[src/rtl/b01_pkg.sv]
// Shared definitions for the b01 operand serializer slice.
//   state_e        : serializer FSM states
//   DEFAULT_WIDTH  : default operand/frame width
//   bit_index()    : operand bit position emitted at serial step cnt
package b01_pkg;

    typedef enum logic [1:0] {
        ST_IDLE  = 2'd0,
        ST_SHIFT = 2'd1,
        ST_GAP   = 2'd2
    } state_e;

    localparam int unsigned DEFAULT_WIDTH = 8;

    function automatic int unsigned bit_index(
        input int unsigned cnt,
        input bit          msb_first,
        input int unsigned width = DEFAULT_WIDTH
    );
        return msb_first ? (width - 1 - cnt) : cnt;
    endfunction

endpackage

[src/rtl/b01_piso.sv]
// Parallel-in serial-out register.
//   clock     : rising-edge clock
//   reset     : synchronous active-low clear
//   load      : capture load_data (has priority over shift)
//   shift     : advance one bit, filling with 0
//   load_data : parallel word
//   sout      : current serial bit, taken straight from the register
// Zero fill means the register is all-zero once a frame has fully shifted
// out, so sout idles at 0 without any output gating.
module b01_piso
    import b01_pkg::*;
#(
    parameter int unsigned WIDTH     = DEFAULT_WIDTH,
    parameter bit          MSB_FIRST = 1'b0
) (
    input  logic             clock,
    input  logic             reset,
    input  logic             load,
    input  logic             shift,
    input  logic [WIDTH-1:0] load_data,
    output logic             sout
);

    localparam int unsigned TAP = bit_index(0, MSB_FIRST, WIDTH);

    logic [WIDTH-1:0] sh_q;
    logic [WIDTH-1:0] sh_d;

    always_comb begin
        sh_d = sh_q;
        if (load) begin
            sh_d = load_data;
        end else if (shift) begin
            if (MSB_FIRST) begin
                sh_d = {sh_q[WIDTH-2:0], 1'b0};
            end else begin
                sh_d = {1'b0, sh_q[WIDTH-1:1]};
            end
        end
    end

    always_ff @(posedge clock) begin
        if (!reset) begin
            sh_q <= '0;
        end else begin
            sh_q <= sh_d;
        end
    end

    assign sout = sh_q[TAP];

endmodule

[src/rtl/b01_operand_serializer.sv]
// Serializes (A,B) operand pairs onto line1/line2, one bit pair per clock.
//   clock/reset      : rising-edge clock, synchronous active-low reset
//   in_valid/in_ready: input handshake, transfer on in_valid && in_ready
//   in_a/in_b        : operand words for line1/line2
//   line1/line2      : registered serial bits
//   frame_start/last : registered markers for the first/last bit of a frame
//   busy             : registered, high in SHIFT or GAP
// One pending word lets the next frame load at the boundary without a bubble.
module b01_operand_serializer
    import b01_pkg::*;
#(
    parameter int unsigned WIDTH     = DEFAULT_WIDTH,
    parameter int unsigned IDLE_BITS = 0,
    parameter int unsigned MSB_FIRST = 0
) (
    input  logic             clock,
    input  logic             reset,
    input  logic             in_valid,
    output logic             in_ready,
    input  logic [WIDTH-1:0] in_a,
    input  logic [WIDTH-1:0] in_b,
    output logic             line1,
    output logic             line2,
    output logic             frame_start,
    output logic             frame_last,
    output logic             busy
);

    localparam int unsigned   CW       = (WIDTH > 1) ? $clog2(WIDTH) : 1;
    localparam int unsigned   GW       = (IDLE_BITS > 1) ? $clog2(IDLE_BITS) : 1;
    localparam logic [CW-1:0] CNT_LAST = CW'(WIDTH - 1);
    localparam logic [GW-1:0] GAP_LAST = GW'((IDLE_BITS > 0) ? IDLE_BITS - 1 : 0);

    state_e           state_q, state_d;
    logic [CW-1:0]    bit_cnt_q, bit_cnt_d;
    logic [GW-1:0]    gap_cnt_q, gap_cnt_d;
    logic [WIDTH-1:0] pend_a_q, pend_a_d;
    logic [WIDTH-1:0] pend_b_q, pend_b_d;
    logic             pend_full_q, pend_full_d;
    logic             frame_start_q, frame_start_d;
    logic             frame_last_q, frame_last_d;
    logic             busy_q, busy_d;

    logic             accept;
    logic             have_src;
    logic [WIDTH-1:0] src_a, src_b;
    logic             load, shift;

    assign in_ready = reset && !pend_full_q;

    always_comb begin
        accept   = in_valid && in_ready;
        have_src = pend_full_q || accept;
        src_a    = pend_full_q ? pend_a_q : in_a;
        src_b    = pend_full_q ? pend_b_q : in_b;

        state_d   = state_q;
        bit_cnt_d = bit_cnt_q;
        gap_cnt_d = gap_cnt_q;
        load      = 1'b0;
        shift     = 1'b0;

        unique case (state_q)
            ST_IDLE: begin
                if (accept) begin
                    load      = 1'b1;
                    bit_cnt_d = '0;
                    state_d   = ST_SHIFT;
                end
            end
            ST_SHIFT: begin
                shift     = 1'b1;
                bit_cnt_d = bit_cnt_q + 1'b1;
                if (bit_cnt_q == CNT_LAST) begin
                    if ((IDLE_BITS == 0) && have_src) begin
                        load      = 1'b1;
                        shift     = 1'b0;
                        bit_cnt_d = '0;
                    end else if (IDLE_BITS > 0) begin
                        state_d   = ST_GAP;
                        gap_cnt_d = '0;
                    end else begin
                        state_d = ST_IDLE;
                    end
                end
            end
            ST_GAP: begin
                gap_cnt_d = gap_cnt_q + 1'b1;
                if (gap_cnt_q == GAP_LAST) begin
                    if (have_src) begin
                        load      = 1'b1;
                        bit_cnt_d = '0;
                        state_d   = ST_SHIFT;
                    end else begin
                        state_d = ST_IDLE;
                    end
                end
            end
            default: state_d = ST_IDLE;
        endcase

        // Pending is drained by a load that uses it; an accepted word that is
        // not loaded directly this cycle is parked in pending.
        pend_a_d    = pend_a_q;
        pend_b_d    = pend_b_q;
        pend_full_d = pend_full_q;
        if (load && pend_full_q) begin
            pend_full_d = 1'b0;
        end
        if (accept && !(load && !pend_full_q)) begin
            pend_a_d    = in_a;
            pend_b_d    = in_b;
            pend_full_d = 1'b1;
        end

        frame_start_d = (state_d == ST_SHIFT) && (bit_cnt_d == '0);
        frame_last_d  = (state_d == ST_SHIFT) && (bit_cnt_d == CNT_LAST);
        busy_d        = (state_d != ST_IDLE);
    end

    always_ff @(posedge clock) begin
        if (!reset) begin
            state_q       <= ST_IDLE;
            bit_cnt_q     <= '0;
            gap_cnt_q     <= '0;
            pend_a_q      <= '0;
            pend_b_q      <= '0;
            pend_full_q   <= 1'b0;
            frame_start_q <= 1'b0;
            frame_last_q  <= 1'b0;
            busy_q        <= 1'b0;
        end else begin
            state_q       <= state_d;
            bit_cnt_q     <= bit_cnt_d;
            gap_cnt_q     <= gap_cnt_d;
            pend_a_q      <= pend_a_d;
            pend_b_q      <= pend_b_d;
            pend_full_q   <= pend_full_d;
            frame_start_q <= frame_start_d;
            frame_last_q  <= frame_last_d;
            busy_q        <= busy_d;
        end
    end

    b01_piso #(
        .WIDTH     (WIDTH),
        .MSB_FIRST (MSB_FIRST != 0)
    ) u_piso_a (
        .clock     (clock),
        .reset     (reset),
        .load      (load),
        .shift     (shift),
        .load_data (src_a),
        .sout      (line1)
    );

    b01_piso #(
        .WIDTH     (WIDTH),
        .MSB_FIRST (MSB_FIRST != 0)
    ) u_piso_b (
        .clock     (clock),
        .reset     (reset),
        .load      (load),
        .shift     (shift),
        .load_data (src_b),
        .sout      (line2)
    );

    assign frame_start = frame_start_q;
    assign frame_last  = frame_last_q;
    assign busy        = busy_q;

endmodule

[config.mk]
export PLATFORM = sky130hd
export DESIGN_NAME = b01_operand_serializer
export DESIGN_NICKNAME = d
export VERILOG_FILES = /design/src/rtl/b01_pkg.sv /design/src/rtl/b01_piso.sv /design/src/rtl/b01_operand_serializer.sv
export SDC_FILE = /design/constraint.sdc
export NUM_CORES = 1
export LEC_CHECK = 0
export BUFFER_PORTS_ARGS = -buffer_cell sky130_fd_sc_hd__buf_2
export CORE_MARGIN = 1
export CORE_UTILIZATION = 57
export CTS_CLUSTER_DIAMETER = 100
export CTS_CLUSTER_SIZE = 16
export DETAILED_ROUTE_END_ITERATION = 12
export PLACE_DENSITY = 0.78
export RECOVER_POWER = 25
export SLEW_MARGIN = 30
export SYNTH_ARGS = -nofsm -noshare
export SYNTH_HDL_FRONTEND = slang
export SYNTH_SLANG_ARGS = --single-unit
export TNS_END_PERCENT = 1
[constraint.sdc]
create_clock -name clock -period 4.55 [get_ports clock]
set_input_delay 0.455 -clock clock [delete_from_list [all_inputs] [get_ports clock]]
set_output_delay 0.455 -clock clock [all_outputs]
set_load 0.005 [all_outputs]
# Word level (Yosys, flattened, before mapping)
# Index checks and enable logic that the tools add are counted.
# classes
addsub	2
eq_ne	5
mux	28
n_reduce_logical	15
# op_table
op	n
$mux 8	6
$mux 3	5
$mux 1	10
$pmux 3 s3	1
$mux 2	4
$logic_and 1x1->1	7
$eq 3x3->1 const B	2
$pmux 2 s3	1
$reduce_bool 2->1	3
$eq 2x1->1 const B	2
$add 3x1->3 const B	1
$logic_not 3->1	1
$pmux 1 s3	1
$eq 2x2->1 const B	1
$logic_not 1->1	2
$logic_not 2->1	1
$add 1x1->1 const B	1
$logic_or 1x1->1	1
# word_totals
reg_bits	42
input_bits	19
output_inout_bits	6
wordCells	61

# Depth between registers and ports, before layout
# Gate-level depths: netlist of run 1.
# depth
word_depth	11
depth_mapped	8
depth_no_buf	6

# By module
# A second synthesis of run 1 with hierarchy kept.
# hier_totals
hier_cells	186
area_unflattened_um2	2097.0
# modules_own_cells
mod	n_inst	cells_per_inst	area_each_um2	seq_area_each_um2
b01_operand_serializer	1	116	1258.7	520.5
b01_piso	2	35	419.2	160.2

# Worst setup path before layout of run 1
# OpenSTA, ideal clock, no wires.
# synth_path
path_type	register to register
from	reg bit_cnt_q[0]
to	reg pend_a_q[0]
setup_time_ns	0.128
t_arrival_ns	1.631
slack_ns	2.791
stages_incl_launch_ff	9
path_buffers	2
period_less_slack_ns	1.759
path_cell_list	dfxtp_1 ha_1 ha_1 nor2b_1 o41a_1 buf_6 buf_6 mux2i_1 nor2_1
# synth_via
elab_chain_cells	6
# synth_lines
element	line_no	rtl
from (decl)	b01_operand_serializer.sv:35	logic [CW-1:0] bit_cnt_q, bit_cnt_d;
from (signal assigned)	b01_operand_serializer.sv:134	bit_cnt_q <= bit_cnt_d;
$eq 3x3->1	b01_operand_serializer.sv:74	if (bit_cnt_q == CNT_LAST) begin
$mux 1	b01_operand_serializer.sv:74	
$pmux 1 s3	b01_operand_serializer.sv:63	unique case (state_q)
$logic_and 1x1->1	b01_operand_serializer.sv:110	if (accept && !(load && !pend_full_q)) begin
$logic_not 1->1	b01_operand_serializer.sv:110	
$logic_and 1x1->1	b01_operand_serializer.sv:110	
to (signal assigned)	b01_operand_serializer.sv:136	pend_a_q <= pend_a_d;
to (decl)	b01_operand_serializer.sv:37	logic [WIDTH-1:0] pend_a_q, pend_a_d;
# No other way between the ends.
# A chain may end at the register's enable or synchronous reset.

# Final worst setup path of run 1
# layout_path
from	reg pend_full_q
to	reg frame_last_q (netlist: frame_last)
# layout_via
elab_chain_cells	9
word_cells_on_any_way	19
cone_classes	eq/ne: 2; mux: 12; reduce/logical: 5
# layout_lines
element	line_no	rtl
from (decl)	b01_operand_serializer.sv:39	logic pend_full_q, pend_full_d;
from (signal assigned)	b01_operand_serializer.sv:138	pend_full_q <= pend_full_d;
$logic_not 1->1	b01_operand_serializer.sv:49	assign in_ready = reset && !pend_full_q;
$logic_and 1x1->1	b01_operand_serializer.sv:49	
$logic_and 1x1->1	b01_operand_serializer.sv:52	accept = in_valid && in_ready;
$logic_or 1x1->1	b01_operand_serializer.sv:53	have_src = pend_full_q || accept;
$mux 3, or another cell as far along	b01_operand_serializer.sv:90	if (have_src) begin
$mux 3, or another cell as far along	b01_operand_serializer.sv:89	if (gap_cnt_q == GAP_LAST) begin
$pmux 3 s3 / $pmux 2 s3 (equally long branches)	b01_operand_serializer.sv:63	
$eq 3x3->1 / $eq 2x1->1 (equally long branches)	b01_operand_serializer.sv:117	frame_last_d = (state_d == ST_SHIFT) && (bit_cnt_d == CNT_LAST);
$logic_and 1x1->1 (*)	b01_operand_serializer.sv:117	
to (signal assigned)	b01_operand_serializer.sv:140	frame_last_q <= frame_last_d;
to (decl)	b01_operand_serializer.sv:41	logic frame_last_q, frame_last_d;
# Every way passes the cells marked *; elsewhere a longest branch is shown, timed or not.

==> results of run 1 <==
cell usage after synthesis (2+ instances only):
library cell,number
nand2_1,16
ha_1,2
a22o_2,3
o21ai_0,11
o221a_1,3
clkbuf_1,4
buf_6,4
mux2_2,3
mux2i_1,26
o21a_1,2
nand2b_1,5
inv_1,8
buf_4,2
dfxtp_1,42
a311oi_1,11
nor2_1,20
buf_2,3
and2_1,11
a21oi_1,20
area by class of cell:
cell class / instances / area, um^2
fill: 306 / 1210
multi-input combinational: 152 / 1050
sequential: 42 / 841
timing repair buffer: 26 / 130
tap: 46 / 57.6
clock buffer: 7 / 45.0
inverter: 9 / 33.8
power by group through the flow:
stage / Sequential [W] / Combinational (W) / Clock, W
floorplan: 0.000423 / 0.000127 / 0
global placement: 0.000431 / 0.000152 / 0
detailed placement: 0.000431 / 0.000155 / 0
CTS: 0.000423 / 0.000155 / 0.000173
global route: 0.000429 / 0.000173 / 0.000191
finish: 0.000424 / 0.000154 / 0.000170
routing by layer:
layer,routed length [um],up-vias,global-route usage
met4,64,0,0.102
met3,210,8,0.0651
met2,1800,48,0.382
met1,1930,735,0.316
li1,-,811,-
met5,0,-,0
final timing paths:
check / start / to / slack (ps)
worst max-delay path: pend_full_q$_SDFFE_PN0P_ / frame_last$_SDFF_PN0_ / 2280
worst min-delay path: in_a[6] / pend_a_q[6]$_SDFFE_PN0P_ / 340
worst min register to register: pend_b_q[3]$_SDFFE_PN0P_ / u_piso_b.sh_q[3]$_SDFFE_PN0P_ / 490
worst max register to register: pend_full_q$_SDFFE_PN0P_ / frame_last$_SDFF_PN0_ / 2280
flip-flops by register name, summed over array words and instances (netlist names):
| signal | flops |
|---|---|
| u_piso_b.sh_q | 8 |
| state_q | 2 |
| pend_b_q | 8 |
| frame_last | 1 |
| pend_a_q | 8 |
| u_piso_a.sh_q | 8 |
| pend_full_q | 1 |
| busy | 1 |
| frame_start | 1 |
| gap_cnt_q | 1 |
| bit_cnt_q | 3 |
cell families (layout without fill, tap and decap cells):
family / after synthesis / after routing / share of synthesized area
fa+ha+maj: 2 / 2 / 0.0124
buf+inv: 22 / 42 / 0.0615
compound gates: 57 / 57 / 0.200
flops: 42 / 42 / 0.418
mux: 29 / 29 / 0.146
simple gates: 64 / 64 / 0.163
placed cells by master, fill, tap and decap left out, drive strengths merged, types with 2 or more instances in the layout:
cell / n
mux2i: 26
mux2: 3
and2: 11
a21oi: 21
and3b: 2
ha: 2
o21a: 2
o221a: 3
nor2: 20
nand2: 16
dfxtp: 42
inv: 8
o21ai: 12
a22o: 3
buf: 22
clkbuf: 11
a311oi: 11
nand2b: 5
tightest hold or removal path, delay by kind of cell:
family                 cells  cell delay [ps]
buffers and inverters      1               90
muxes                      1               60
and+or+nand+nor            1               70
through the flow:
step / hold slack, ps / cell area, um^2
2_1_floorplan: 446 / 2010
3_3_place_gp: 467 / 2120
3_5_place_dp: 470 / 2120
4_1_cts: 345 / 2160
5_1_grt: 345 / 2150
6_report: 343 / 2150
==> metrics.md, run 1 <==
| Metric | Value |
|---|---|
| Final count of hold timing violations | `0` |
| Die span in x | `between 60 and 70 um` |
| DRT Pass-1 Iters | `4` |
| Worst path max stage delay | `750 ps` |
| Final GP Congestion | `0.774` |
| Slew HR | `0.404` |
| Number of clock sinks | `42` |
| Critical path cell sequence | `a21oi_1 > o21ai_1 > nand3_1 > nor4b_1` |
| CP endpoint kind | `register` |
| Worst Path Buf+Inv | `0` |
| Core area | `3360 um^2` |
| GR Overflow Total | `0` |
| Post-synthesis cell type count | `39` |
| Worst Hold Depth | `3` |
| Crit-path slowest cell | `o21ai_1` |
| Total CTS buffers | `5` |
| Pin count of the biggest net entering global routing | `20` |
| Initial drt markers | `91` |
| DRC errors left | `0` |
| Ys Warns | `0` |
| Post-synth EDFFs | `0` |
| Crit path max fanout | `12` |
| Critical path class | `register to register` |
| # rows | `21` |
| Vias | `1602` |
| # setup viols final | `0` |
| DP HPWL | `2660 um` |
| Worst Setup Start Kind | `register` |
| Main synth FF type | `dfxtp_1` |
| Final Non-Filler Cells | `282` |
| Min cycle time layout | `2270 ps` |
| Reg2Reg Depth | `4` |
| Clock slew at reported path FFs | `120 ps` |
| Wire length of the first global-routing pass | `between 6000 and 7000 um` |
| Switching Fraction | `0.289` |
| Worst setup margin | `2280 ps` |
| Internal power | `0.000533 W` |
| Port Buf Inserts | `24` |
| Post-DRT Antenna Nets | `0` |
| Cells after Synth | `216` |
| Part of the power in combinational logic | `0.206` |
| Worst Skew | `~11 ps` |
| Area growth syn-to-layout | `6.96%` |
| Die H | `61.4 um` |
| Initial Util | `0.599` |
| Clk pwr share | `0.227` |
| Final TNS setup | `0 ps` |
| Yosys reg bits | `42` |
| CTS Hold Buffers Added | `0` |
| Gr usage total | `0.243` |
| Root buf cell | `clkbuf_4` |
| Family with the most delay on the worst path | `compound AO/OA/AOI/OAI gates` |
| Critical path required time | `4810 ps` |
| Clock Path Buffers | `2` |
| Fmax | `441 MHz` |
| Antenna violations before repair | `0` |
| Final WL | `4010 um` |
| Clock Latency Late Sink | `350 ps` |
| Sequential fraction of design power | `0.566` |
| Crit share post-route | `0.498` |
| Total design power | `roughly 0.00075 W` |
| Worst Path Arrival | `2520 ps` |
| P_sw | `0.000216 W` |
| Syn Nets | `237` |
| Async set-reset flop share out of synthesis | `0` |
| Setup Fix Bufs, Post-CTS | `0` |
| CTS tree | `yes` |
| RSZ-0062 raised after global routing | `false` |
| Post-Syn Area per Cell | `9.32 um^2` |
| Die Footprint | `3770 um^2` |
| Placed insts | `275` |
| Layout Nets | `257` |
| Pwr dens | `348 nW/um^2` |
| Antenna diodes | `0` |
| LEAKAGE | `0.874 nW` |
| Hold Path Class | `primary input to register` |
| Cts repair resizes | `0` |
| Slew @ Worst Pin | `888 ps` |
| Layout cells sized above 1 | `0.161` |
| Worst vdd ir | `0.191 mV` |
| # IOs | `25` |
| Seq/Total Area, Yosys | `0.418` |
| Synth area leaders | `dfxtp_1 42%, mux2i_1 13%, a21oi_1 5.0%` |
| Yosys top cell by area | `dfxtp_1` |
| Vias in the first global route | `1459` |
| CTS HTree Levels | `2` |
| Crit path depth | `4` |
| Drt wl/cell | `14.2 um` |
| Final core occ | `0.640` |
| Synthesized area | `2010 um^2` |
| Slew Limit Fails | `0` |
| Outcome | `finished, final reports clean` |
| Setup WS pre-CTS | `2350 ps` |
| Post-DR vias/cell | `5.68` |
| Share of the synthesized area in the top cell type | `0.418` |
| Max Cap Violations | `0` |
No activity file was read; power rests on OpenSTA's default activity.
==> run 2: changes to the inputs <==
Settings changed: ABC_AREA set to 1, PLACE_DENSITY 0.78 to 0.77.
Clock period 4.55 ns to 2.1 ns, I/O delays scaled along.
==> metrics.md, run 2 <==
| Metric | Value |
|---|---|
| Most frequent cells in the layout | `88 x nand2_1, 42 x nor2_1, 42 x dfxtp_1 (was 42 x dfxtp_1, 26 x mux2i_1, 21 x a21oi_1)` |
| Xor and xnor fraction of the mapped netlist area | `0 (unchanged)` |
| CP Launch Point | `bit_cnt_q[0]$_SDFF_PN0_ (was pend_full_q$_SDFFE_PN0P_)` |
| Pwr dens | `764 nW/um^2 (was 348 nW/um^2)` |
| Yosys top cell by area | `dfxtp_1 (unchanged)` |
| Gr usage total | `0.260 (was 0.243)` |
| Synthesized area | `2170 um^2 (was 2010 um^2)` |
| Final WL | `4550 um (was 4010 um)` |
| Worst Setup Start Kind | `register (unchanged)` |
| Max Cap Violations | `0 (unchanged)` |
| Antenna violations before repair | `0 (unchanged)` |
| Root buf cell | `clkbuf_8 (was clkbuf_4)` |
| RSZ-0062 raised after global routing | `false (unchanged)` |
| Most frequent cells after synthesis | `88 x nand2_1, 42 x dfxtp_1, 40 x nor2_1, 22 x inv_1, 22 x nand3_1 (was 42 x dfxtp_1, 26 x mux2i_1, 20 x a21oi_1, 20 x nor2_1, 16 x nand2_1)` |
| Final Non-Filler Cells | `373 (was 282)` |
| GR Overflow Total | `0 (unchanged)` |
| Slew Limit Fails | `0 (unchanged)` |
| Async set-reset flop share out of synthesis | `0 (unchanged)` |
| Critical path class | `register to register (unchanged)` |
| Number of clock sinks | `42 (unchanged)` |
| Post-DRT Antenna Nets | `0 (unchanged)` |
| Worst vdd ir | `0.492 mV (was 0.191 mV)` |
| Clock Path Buffers | `2 (unchanged)` |
| Vias in the first global route | `1788 (was 1459)` |
| Clock slew at reported path FFs | `80 ps (was 120 ps)` |
| Cells after Synth | `305 (was 216)` |
| Slew HR | `0.734 (was 0.404)` |
| Pin count of the biggest net entering global routing | `29 (was 20)` |
| Initial Util | `0.592 (was 0.599)` |
| Outcome | `finished, final reports clean (unchanged)` |
| Main synth FF type | `dfxtp_1 (unchanged)` |
| Worst Skew | `4.37 ps (was 11.2 ps)` |
| Yosys reg bits | `42 (unchanged)` |
| Most frequent cell after synthesis | `nand2_1 (was dfxtp_1)` |
| Layout cells sized above 1 | `0.151 (was 0.161)` |
| Layout Nets | `345 (was 257)` |
| Area growth syn-to-layout | `9.24% (was 6.96%)` |
| Worst Path Arrival | `2070 ps (was 2520 ps)` |
| Initial drt markers | `81 (was 91)` |
| Placed cell areas | `2270 um^2 (was 2120 um^2)` |
| Fmax | `544 MHz (was 441 MHz)` |
| Final count of hold timing violations | `0 (unchanged)` |
| Compound-gate portion of the synthesized area | `0.112 (was 0.200)` |
| Die Footprint | `4050 um^2 (was 3770 um^2)` |
| Post-synthesis cell type count | `27 (was 39)` |
| CTS tree | `yes (unchanged)` |
| Largest family of logic cells by synthesized area | `simple AND/OR/NAND/NOR gates (was compound AO/OA/AOI/OAI gates)` |
| Final TNS setup | `0 ps (unchanged)` |
| Final GP Congestion | `0.780 (was 0.774)` |
| Post-synthesis mux area share | `0 (was 0.146)` |
| Setup Fix Bufs, Post-CTS | `0 (unchanged)` |
| Port Buf Inserts | `24 (unchanged)` |
| Antenna diodes | `0 (unchanged)` |
| Hold wc startpoint | `in_a[5] (was in_a[6])` |
| Critical path required time | `2340 ps (was 4810 ps)` |
| Core area | `3660 um^2 (was 3360 um^2)` |
| Drt wl/cell | `12.2 um (was 14.2 um)` |
| DRC errors left | `0 (unchanged)` |
| CTS HTree Levels | `2 (unchanged)` |
| Clock Latency Late Sink | `300 ps (was 350 ps)` |
| LEAKAGE | `1.12 nW (was 0.874 nW)` |
| CP endpoint kind | `register (unchanged)` |
| Ys Warns | `0 (unchanged)` |
| Seq/Total Area, Yosys | `0.388 (was 0.418)` |
| Post-Syn Area per Cell | `7.10 um^2 (was 9.32 um^2)` |
| Post-synthesis adder-cell area fraction | `0.0116 (was 0.0124)` |
| CTS Hold Buffers Added | `0 (unchanged)` |
| Die span in x | `63.6 um (was 61.4 um)` |
| Vias | `1927 (was 1602)` |
| Post-synth EDFFs | `0 (unchanged)` |
| Post-synthesis simple-gate area fraction | `0.386 (was 0.163)` |
| Share of the synthesized area in the top cell type | `0.388 (was 0.418)` |
| Commonest non-fill, non-tap cell in the layout | `nand2_1 (was dfxtp_1)` |
| Cts repair resizes | `0 (unchanged)` |
| Min cycle time layout | `1840 ps (was 2270 ps)` |
| DRT Pass-1 Iters | `4 (unchanged)` |
| # setup viols final | `0 (unchanged)` |
| DP HPWL | `3120 um (was 2660 um)` |
| # rows | `22 (was 21)` |
| # IOs | `25 (unchanged)` |
| Die H | `63.6 um (was 61.4 um)` |
| Synth area leaders | `dfxtp_1 39%, nand2_1 15%, nor2_1 6.9% (was dfxtp_1 42%, mux2i_1 13%, a21oi_1 5.0%)` |
| Slew @ Worst Pin | `399 ps (was 888 ps)` |
| Hold Path Class | `primary input to register (unchanged)` |
| Placed insts | `365 (was 275)` |
| Reg-to-reg slack, setup | `260 ps (was 2280 ps)` |
| Crit path max fanout | `17 (was 12)` |
| Crit share post-route | `0.875 (was 0.498)` |
| Total CTS buffers | `5 (unchanged)` |
| Wire length of the first global-routing pass | `8110 um (was 6620 um)` |
| Syn Nets | `326 (was 237)` |
| Reg-to-Reg Start | `bit_cnt_q[0]$_SDFF_PN0_ (was pend_full_q$_SDFFE_PN0P_)` |
| Post-DR vias/cell | `5.17 (was 5.68)` |
| Design area | `2370 um^2 (was 2150 um^2)` |
run 2: worst paths after layout:
kind                                                       to  cells after the start
worst max register to register       pend_b_q[1]$_SDFFE_PN0P_                      7
worst min-delay path                 pend_a_q[5]$_SDFFE_PN0P_                      3
worst max-delay path                 pend_b_q[1]$_SDFFE_PN0P_                      7
worst min register to register  u_piso_a.sh_q[7]$_SDFFE_PN0P_                      2
run 2: area by class of cell:
type | instances | area [um^2]
clock buffer | 8 | 110
fill | 335 | 1290
inverter | 28 | 113
multi-input combinational | 219 | 1090
sequential | 42 | 841
tap | 48 | 60.1
timing repair buffer | 28 | 148
run 2: critical path: stages, from the launching register on:
cell     delay [ps]
dfxtp_1         330
ha_1            210
ha_1            250
nand3_4         220
nand4_4         270
inv_2           310
nor2_1           70
nor2_1          110
run 2: metal layers:
metal | vias up | part of all wire | global-route usage | routed length, um
met1 | 853 | 0.46 | 0.337 | 2090
met5 | - | 0 | 0 | 0
li1 | 1024 | - | - | -
met3 | 5 | 0.042 | 0.0670 | 191
met4 | 0 | 0.013 | 0.0852 | 59
met2 | 45 | 0.49 | 0.418 | 2210
run 2: stage by stage:
stage	power [W]	hold slack, ps	utilization	setup WS (ps)
floorplan	0.00115	357	-	679
global placement	0.00121	456	0.619	307
detailed placement	0.00121	458	0.619	287
CTS	0.00183	153	0.649	258
global route	0.00191	165	0.646	83.9
finish	0.00181	158	0.646	262
run 2: power breakdown:
part	switching, W	leakage [nW]	internal (W)	total, W
combinational	0.000187	0.720	0.000120	0.000307
sequential	0.0000327	0.345	0.000857	0.000889
clock	0.000280	0.0575	0.000332	0.000612
total	0.000500	1.12	0.00131	0.00181
run 2: cells by family after synthesis:
family	count (synthesis)
flip-flops	42
AO/OA/AOI/OAI	40
adder cells (fa/ha/maj)	2
buffers and inverters	44
AND/OR/NAND/NOR	177
==> run 3: changes to the inputs <==
Settings changed: REMOVE_ABC_BUFFERS set to 1.
==> metrics.md, run 3 (synthesis results as in run 2) <==
| Metric | Value |
|---|---|
| # IOs | `25 (unchanged)` |
| Total CTS buffers | `5 (unchanged)` |
| Gr usage total | `0.251 (was 0.260)` |
| Final core occ | `0.637 (was 0.646)` |
| Critical path cell sequence | `ha_1 > ha_1 > nand3_4 > nand3_2 > nand2_1 > nand3_1 > nand2_1 > inv_1 (was ha_1 > ha_1 > nand3_4 > nand4_4 > inv_2 > nor2_1 > nor2_1)` |
| Clock Path Buffers | `2 (unchanged)` |
| Fillers | `355 (was 335)` |
| Final count of hold timing violations | `0 (unchanged)` |
| Vias | `1938 (was 1927)` |
| Sequential Area | `841 um^2 (unchanged)` |
| DP HPWL | `2880 um (was 3120 um)` |
| Number of clock sinks | `42 (unchanged)` |
| LEAKAGE | `1.11 nW (was 1.12 nW)` |
| Worst vdd ir | `0.398 mV (was 0.492 mV)` |
| Critical path required time | `2300 ps (was 2340 ps)` |
| Final TNS setup | `0 ps (unchanged)` |
| Layout Nets | `345 (unchanged)` |
| Max Cap Violations | `0 (unchanged)` |
| Antenna diodes | `0 (unchanged)` |
| Worst path max stage delay | `360 ps (was 330 ps)` |
| Antenna violations before repair | `0 (unchanged)` |
| CTS HTree Levels | `2 (unchanged)` |
| Worst setup margin | `289 ps (was 262 ps)` |
| Fmax | `552 MHz (was 544 MHz)` |
| CP endpoint kind | `register (unchanged)` |
| Outcome | `finished, final reports clean (unchanged)` |
| Root buf cell | `clkbuf_8 (unchanged)` |
| Setup WS pre-CTS | `206 ps (was 287 ps)` |
| Pin count of the biggest net entering global routing | `29 (unchanged)` |
| Critical path class | `register to register (unchanged)` |
| Hold_ws | `153 ps (was 158 ps)` |
| Crit-path slowest cell | `nand3_2 (was dfxtp_1)` |
| Initial Util | `0.592 (unchanged)` |
| Die Footprint | `4050 um^2 (unchanged)` |
| Die span in x | `63.6 um (unchanged)` |
| DRC errors left | `0 (unchanged)` |
| Worst Path Arrival | `2010 ps (was 2070 ps)` |
| GR Overflow Total | `0 (unchanged)` |
| Slew @ Worst Pin | `389 ps (was 399 ps)` |
| Layout cells sized above 1 | `0.148 (was 0.151)` |
| Worst Path Buf+Inv | `1 (unchanged)` |
| Crit share post-route | `0.862 (was 0.875)` |
| Reg-to-Reg Start | `bit_cnt_q[0]$_SDFF_PN0_ (unchanged)` |
| Setup Fix Bufs, Post-CTS | `0 (unchanged)` |
| Hold Path Class | `primary input to register (unchanged)` |
| Post-DRT Antenna Nets | `0 (unchanged)` |
| DRT Pass-1 Iters | `4 (unchanged)` |
| Port Buf Inserts | `24 (unchanged)` |
| Clock Latency Late Sink | `300 ps (about the same)` |
| Worst Setup Start Kind | `register (unchanged)` |
| CP Launch Point | `bit_cnt_q[0]$_SDFF_PN0_ (unchanged)` |
| Clock slew at reported path FFs | `80 ps (about the same)` |
| Commonest non-fill, non-tap cell in the layout | `nand2_1 (unchanged)` |
| CTS Hold Buffers Added | `0 (unchanged)` |
| Core area | `3660 um^2 (unchanged)` |
| Area of the multi-input gates | `1080 um^2 (was 1090 um^2)` |
| Pwr dens | `741 nW/um^2 (was 764 nW/um^2)` |
| Wire length of the first global-routing pass | `7930 um (was 8110 um)` |
| Final GP Congestion | `0.804 (was 0.780)` |
| Family with the most delay on the worst path | `simple AND/OR/NAND/NOR gates (unchanged)` |
| Worst Skew | `6.51 ps (was 4.37 ps)` |
| Die H | `63.6 um (unchanged)` |
| Slew HR | `0.740 (was 0.734)` |
| Total design power | `0.00173 W (was 0.00181 W)` |
| Min cycle time layout | `1810 ps (was 1840 ps)` |
| Post-DR vias/cell | `5.20 (was 5.17)` |
| Area growth syn-to-layout | `7.74% (was 9.24%)` |
| # setup viols final | `0 (unchanged)` |
| Final WL | `4230 um (was 4550 um)` |
| # rows | `22 (unchanged)` |
| Drt wl/cell | `11.3 um (was 12.2 um)` |
| Initial drt markers | `94 (was 81)` |
| RSZ-0062 raised after global routing | `false (unchanged)` |
| Most frequent cells in the layout | `88 x nand2_1, 42 x nor2_1, 42 x dfxtp_1 (unchanged)` |
| Hold wc startpoint | `in_b[7] (was in_a[5])` |
| CTS tree | `yes (unchanged)` |
| Slew Limit Fails | `0 (unchanged)` |
| Vias in the first global route | `1828 (was 1788)` |
| Crit path max fanout | `19 (was 17)` |
==> run 3: worst paths after layout <==
kind	slack (ps)	cells after the start	endpoint
worst min-delay path	150	3	pend_b_q[7]$_SDFFE_PN0P_
worst min register to register	470	2	u_piso_b.sh_q[7]$_SDFFE_PN0P_
worst max register to register	290	8	u_piso_b.sh_q[5]$_SDFFE_PN0P_
worst max-delay path	290	8	u_piso_b.sh_q[5]$_SDFFE_PN0P_
==> run 3: layout make-up <==
cell class,instances,area share
Timing Repair Buffer,28,0.0633
Multi-Input combinational cell,219,0.462
Tap cell,48,0.0257
Sequential cell,42,0.360
Clock buffer,7,0.0370
Inverter,28,0.0493
Clock inverter,1,0.00214
==> run 3: repair_timing <==
| action | CTS | global route |
|---|---|---|
| endpoints found under the setup margin | 0 | 3 |
| endpoints found under the hold margin | 0 | 0 |
| gates resized for setup | 0 | 2 |
==> run 3: layer usage <==
layer	up-vias	global-route usage	routed length (um)
li1	1023	-	-
met1	875	0.307	2050
met4	0	0.0938	27
met3	2	0.0670	169
met5	-	0	0
met2	38	0.418	1980
==> run 3: report_power, final <==
group	leakage, nW	internal [W]	total [W]	switching, W
clock	0.0482	0.000265	0.000543	0.000278
combinational	0.716	0.000118	0.000297	0.000179
sequential	0.345	0.000857	0.000889	0.0000322
total	1.11	0.00124	0.00173	0.000489
==> run 3: stage by stage <==
stage	area (um^2)	std cells
after floorplan	2060	289
after global placement	2270	365
after detailed placement	2270	365
after CTS	2360	373
after global routing	2330	373
final	2330	373
==> run 3: worst min-delay path, cell delays in order <==
cell	delay [ps]
buf_2	90
o21ai_1	60
nor2_1	70
